File: src/rtl/morse_keyer.sv
// Morse keying stage: queues dit/dah strobes in a small FIFO and replays them as a
// unit-timed key waveform with a gated square-wave sidetone.
module morse_keyer #(
    parameter int unsigned UNIT_CYCLES = 1200000,
    parameter int unsigned TONE_HALF   = 6000,
    parameter int unsigned FIFO_DEPTH  = 8
) (
    input  logic clk,
    input  logic rst,
    input  logic dit_in,
    input  logic dah_in,
    output logic key_out,
    output logic tone_out,
    output logic busy,
    output logic fifo_full,
    output logic overflow
);

    localparam int unsigned CW = $clog2(UNIT_CYCLES);
    localparam int unsigned TW = (TONE_HALF > 1) ? $clog2(TONE_HALF) : 1;
    localparam int unsigned PW = $clog2(FIFO_DEPTH);

    typedef enum logic [1:0] {IDLE, MARK, SPACE} state_t;

    state_t                state_q, state_d;
    logic [CW-1:0]         cyc_q, cyc_d;
    logic [1:0]            unit_q, unit_d;
    logic [1:0]            units_q, units_d;
    logic [TW-1:0]         tcnt_q, tcnt_d;
    logic                  tone_q, tone_d;
    logic                  key_q, key_d;
    logic                  ovf_q, ovf_d;
    logic [FIFO_DEPTH-1:0] mem_q, mem_d;
    logic [PW-1:0]         wr_q, wr_d;
    logic [PW-1:0]         rd_q, rd_d;
    logic [PW:0]           cnt_q, cnt_d;

    logic push_req, push, pop, full, empty, head, unit_done;

    // Full/empty come from the registered count, so a pop never frees room for a same-cycle push.
    always_comb begin
        push_req = dit_in | dah_in;
        full     = (cnt_q == (PW+1)'(FIFO_DEPTH));
        empty    = (cnt_q == '0);
        pop      = (state_q == IDLE) && !empty;
        push     = push_req && !full;
        head     = mem_q[rd_q];

        mem_d = mem_q;
        if (push) begin
            mem_d[wr_q] = dah_in;
        end
        wr_d  = push ? wr_q + PW'(1) : wr_q;
        rd_d  = pop  ? rd_q + PW'(1) : rd_q;
        cnt_d = cnt_q;
        if (push && !pop) begin
            cnt_d = cnt_q + (PW+1)'(1);
        end else if (pop && !push) begin
            cnt_d = cnt_q - (PW+1)'(1);
        end
        ovf_d = ovf_q | (push_req & full);
    end

    always_comb begin
        state_d   = state_q;
        cyc_d     = cyc_q;
        unit_d    = unit_q;
        units_d   = units_q;
        tcnt_d    = tcnt_q;
        tone_d    = 1'b0;
        key_d     = 1'b0;
        unit_done = (cyc_q == CW'(UNIT_CYCLES - 1));

        case (state_q)
            IDLE: begin
                if (pop) begin
                    state_d = MARK;
                    units_d = head ? 2'd3 : 2'd1;
                    cyc_d   = '0;
                    unit_d  = '0;
                    tcnt_d  = '0;
                    tone_d  = 1'b1;
                    key_d   = 1'b1;
                end
            end
            MARK: begin
                key_d = 1'b1;
                if (tcnt_q == TW'(TONE_HALF - 1)) begin
                    tcnt_d = '0;
                    tone_d = ~tone_q;
                end else begin
                    tcnt_d = tcnt_q + TW'(1);
                    tone_d = tone_q;
                end
                if (unit_done) begin
                    cyc_d = '0;
                    if (unit_q == units_q - 2'd1) begin
                        state_d = SPACE;
                        unit_d  = '0;
                        key_d   = 1'b0;
                        tone_d  = 1'b0;
                    end else begin
                        unit_d = unit_q + 2'd1;
                    end
                end else begin
                    cyc_d = cyc_q + CW'(1);
                end
            end
            SPACE: begin
                if (unit_done) begin
                    state_d = IDLE;
                    cyc_d   = '0;
                    unit_d  = '0;
                end else begin
                    cyc_d = cyc_q + CW'(1);
                end
            end
            default: begin
                state_d = IDLE;
            end
        endcase
    end

    always_ff @(posedge clk) begin
        if (rst) begin
            state_q <= IDLE;
            cyc_q   <= '0;
            unit_q  <= '0;
            units_q <= '0;
            tcnt_q  <= '0;
            tone_q  <= 1'b0;
            key_q   <= 1'b0;
            ovf_q   <= 1'b0;
            mem_q   <= '0;
            wr_q    <= '0;
            rd_q    <= '0;
            cnt_q   <= '0;
        end else begin
            state_q <= state_d;
            cyc_q   <= cyc_d;
            unit_q  <= unit_d;
            units_q <= units_d;
            tcnt_q  <= tcnt_d;
            tone_q  <= tone_d;
            key_q   <= key_d;
            ovf_q   <= ovf_d;
            mem_q   <= mem_d;
            wr_q    <= wr_d;
            rd_q    <= rd_d;
            cnt_q   <= cnt_d;
        end
    end

    assign key_out   = key_q;
    assign tone_out  = tone_q;
    assign busy      = !empty || (state_q != IDLE);
    assign fifo_full = full;
    assign overflow  = ovf_q;

endmodule
File: config.mk
export PLATFORM = sky130hd
export DESIGN_NAME = morse_keyer
export DESIGN_NICKNAME = d
export VERILOG_FILES = /design/src/rtl/morse_keyer.sv
export SDC_FILE = /design/constraint.sdc
export NUM_CORES = 1
export LEC_CHECK = 0
export ABC_AREA = 0
export BUFFER_PORTS_ARGS = -buffer_cell sky130_fd_sc_hd__buf_2
export CELL_PAD_IN_SITES_DETAIL_PLACEMENT = 0
export CELL_PAD_IN_SITES_GLOBAL_PLACEMENT = 1
export CORE_ASPECT_RATIO = 1.1
export CORE_MARGIN = 3
export CORE_UTILIZATION = 54
export CTS_BUF_LIST = sky130_fd_sc_hd__clkbuf_8
export CTS_CLUSTER_SIZE = 8
export DETAILED_ROUTE_END_ITERATION = 7
export PLACE_DENSITY = 0.88
export SETUP_SLACK_MARGIN = 0.02
export SKIP_CTS_REPAIR_TIMING = 1
export SLEW_MARGIN = 40
export SYNTH_ARGS = -nofsm -noshare
export SYNTH_HDL_FRONTEND = slang
export SYNTH_SLANG_ARGS = --single-unit
File: constraint.sdc
create_clock -name clk -period 4.9 [get_ports clk]
set_input_delay 0.245 -clock clk [delete_from_list [all_inputs] [get_ports clk]]
set_output_delay 0.245 -clock clk [all_outputs]
set_load 0.005 [all_outputs]
==> flow_metrics.tcl <==
set metrics [dict create \
    dr.pass1.iters 5 \
    syn2layout_area_growth_pct 7.45 \
    fin_ws_ps 2020 \
    vias 2919 \
    status "completed" \
    drt_iter0_markers 137 \
    slew_headroom_pct 54.0 \
    clock-sinks 61 \
    max_freq_ghz 0.347 \
    overflow 0 \
    max_stage_delay_ps 540 \
    rsz0062_at_grt "false" \
    critPathArrivalTime_ps 3150 \
    drt-wirelength-per-cell_um 15.2 \
    die_x_um 81.8 \
    whs_ps 225 \
    ys_warn_count 0 \
    dieArea_sq_um 7300 \
    core_sq_um 5950 \
    synth_cell_type_count 62 \
    slew_viol_final 0 \
    dpl.hpwl_mm 4.88 \
    grt_usage_pct 22.1 \
    grt_max_degree 72 \
    antenna_found_initial 0 \
    synthesis.nets 410 \
    cp.buffers_inverters 2 \
    path_delay_family "simple AND/OR/NAND/NOR gates" \
    endpoint_kind "flip-flop" \
    cellPowerDensity_nw_per_um2 471 \
    finalSetupTns_ps 0 \
    synth_ff_type "dfxtp_1" \
    grt_pass1_vias 2700 \
    yosysTopAreaCell "dfxtp_1" \
    crit_path_start_kind "flip-flop" \
    netlist_instances 395 \
    numPortBuffers 8 \
    initial_core_util_pct 57.3 \
    syn-cell-area_sq_um 3410 \
    crit_fanout 6 \
    die_y_um 89.3 \
    antenna_left 0 \
    crit_path_top_delay_cell "or4_1" \
    synth.area.top_cells "dfxtp_1 (36%), nor2_1 (4.7%), mux2i_1 (4.1%), ha_1 (3.7%), nand2_1 (3.3%)" \
    clockRootBuffer "clkbuf_8" \
    ir_drop_mv 0.287 \
    synth_edf_count 0 \
    critical_path_class "flip-flop to flip-flop" \
    async_reset_ff_share_pct 0 \
    ioPinCount 9 \
    ys_ff_latch 61 \
    routed_wl_mm 7.22 \
    antenna_cells 0 \
    max_cap_violations 0 \
    crit_chain "or4_1 -> and2_1 -> inv_1 -> ha_1 -> inv_1 -> ha_1 -> a21o_1 -> a21oi_1 -> xnor2_1 -> or3_1 -> a21oi_1" \
    finalCritPeriodShare_pct 58.7 \
    fin_nets 407 \
    place_congestion 0.773 \
    min_period_ps 2880 \
    required_ps 5170 \
    yosysSeqAreaShare_pct 35.8 \
    pre_cts_ws_ps 2030 \
    yosys.area.top_type_share_pct 35.8 \
    clockBufferDepth 2 \
    finClkSkew_ps 11.6 \
    hold_viol_final 0 \
    postLayoutCoreUtil_pct 61.5 \
    cts_tree "built" \
    leakagePower_nw 1.32 \
    grt_pass1_wl_mm 12.6 \
    cts-buffers-inserted 9 \
    avgSynthCellArea_sq_um 8.63 \
    drcViolationCount 0 \
    drive_gt1_share_pct 9.82 \
    setup_viol 0 \
    clk_pin_slew_ps 80 \
    hp-class "primary input to flip-flop" \
    clk_latency_ps 340 \
    num_rows 29 \
    via_per_inst 6.16 \
    ctsHtreeMaxLevel 3 \
    tightestPinTransition_ps 689 \
]
[registers in the layout, indices dropped and copies added, names as in the netlist, 3 cells and up]
register,cells
cnt_q,4
cyc_q,21
mem_q,8
rd_q,3
tcnt_q,13
wr_q,3
[through the flow]
stage,std cells,instance area [sq um],power (mW)
2_1_floorplan,395,3410,1.11
3_3_place_gp,458,3440,1.23
3_5_place_dp,458,3440,1.25
4_1_cts,474,3660,1.74
5_1_grt,474,3660,1.85
6_report,474,3660,1.73
[worst min-delay path, delay by kind of cell]
kind	cells	cell delay, ps
buf+inv	1	90
compound gates	2	200
[cells in the final DEF (no fill, tap or decap), types with 6 or more instances in the layout]
| cell type | n |
|---|---|
| xor2_1 | 11 |
| xnor2_1 | 6 |
| buf_2 | 8 |
| clkbuf_8 | 9 |
| nand2_1 | 30 |
| a21oi_1 | 18 |
| or4_1 | 11 |
| nand3_1 | 17 |
| inv_1 | 9 |
| nand2b_1 | 9 |
| nor2_1 | 42 |
| dfxtp_1 | 61 |
| o21ai_0 | 11 |
| and3_1 | 9 |
| nand3b_1 | 8 |
| ha_1 | 10 |
| mux2i_1 | 14 |
| nand4_1 | 17 |
[cell type report]
class | instances | area (sq um)
inverter | 9 | 33.8
sequential | 61 | 1220
clock inverter | 7 | 91.3
clock buffer | 9 | 124
timing repair buffer | 9 | 47.5
fill | 552 | 2290
multi-input combinational | 302 | 2050
tap | 77 | 96.3
[report_power, final]
part / internal, mW / total, mW / switching [mW]
clock: 0.283 / 0.489 / 0.206
combinational: 0.239 / 0.617 / 0.379
sequential: 0.553 / 0.620 / 0.0664
total: 1.08 / 1.73 / 0.651
[synth_stat cells (2+ instances only)]
cell,instances
a211oi_1,5
a21o_1,2
a21oi_1,19
a221oi_1,2
a22o_1,2
a2bb2oi_1,2
a311oi_1,3
a31o_2,2
a31oi_1,4
a41oi_1,3
and2_1,5
and3_1,9
and4_1,4
buf_2,2
buf_6,3
clkbuf_1,17
dfxtp_1,61
ha_1,10
inv_1,8
mux2i_1,14
mux4_2,2
nand2_1,30
nand2b_1,9
nand3_1,17
nand3b_1,8
nand4_1,17
nand4b_1,3
nor2_1,43
nor2b_1,5
nor3_1,3
nor4_1,3
nor4b_1,3
nor4bb_1,2
o211ai_1,3
o21ai_0,11
o311ai_1,2
or3_1,5
or4_1,11
or4b_1,3
xnor2_1,6
xor2_1,11
[cell families after synthesis]
| kind of cell | count (synthesis) | synth area share (%) |
|---|---|---|
| AO/OA/AOI/OAI | 72 | 14.9 |
| buffers and inverters | 32 | 4.26 |
| AND/OR/NAND/NOR | 185 | 30.7 |
| adder cells (fa/ha/maj) | 11 | 4.26 |
| flip-flops | 61 | 35.8 |
| XOR/XNOR | 17 | 4.37 |
| multiplexers | 17 | 5.76 |
[worst paths after layout]
check	start	to	slack, ps	cells past startpoint
worst min register to register	overflow	overflow	450	2
worst min-delay path	dit_in	overflow	220	3
worst max-delay path	cnt_q[0]	cnt_q[3]	2020	11
worst max register to register	cnt_q[0]	cnt_q[3]	2020	11
[routing by layer]
layer | global-route usage [%] | part of all wire (%)
met1 | 28.1 | 46
met2 | 36.9 | 49
met3 | 3.63 | 3.2
met4 | 9.52 | 2.1
met5 | 0 | 0
Note: power is estimated with default switching activity, not from simulation.
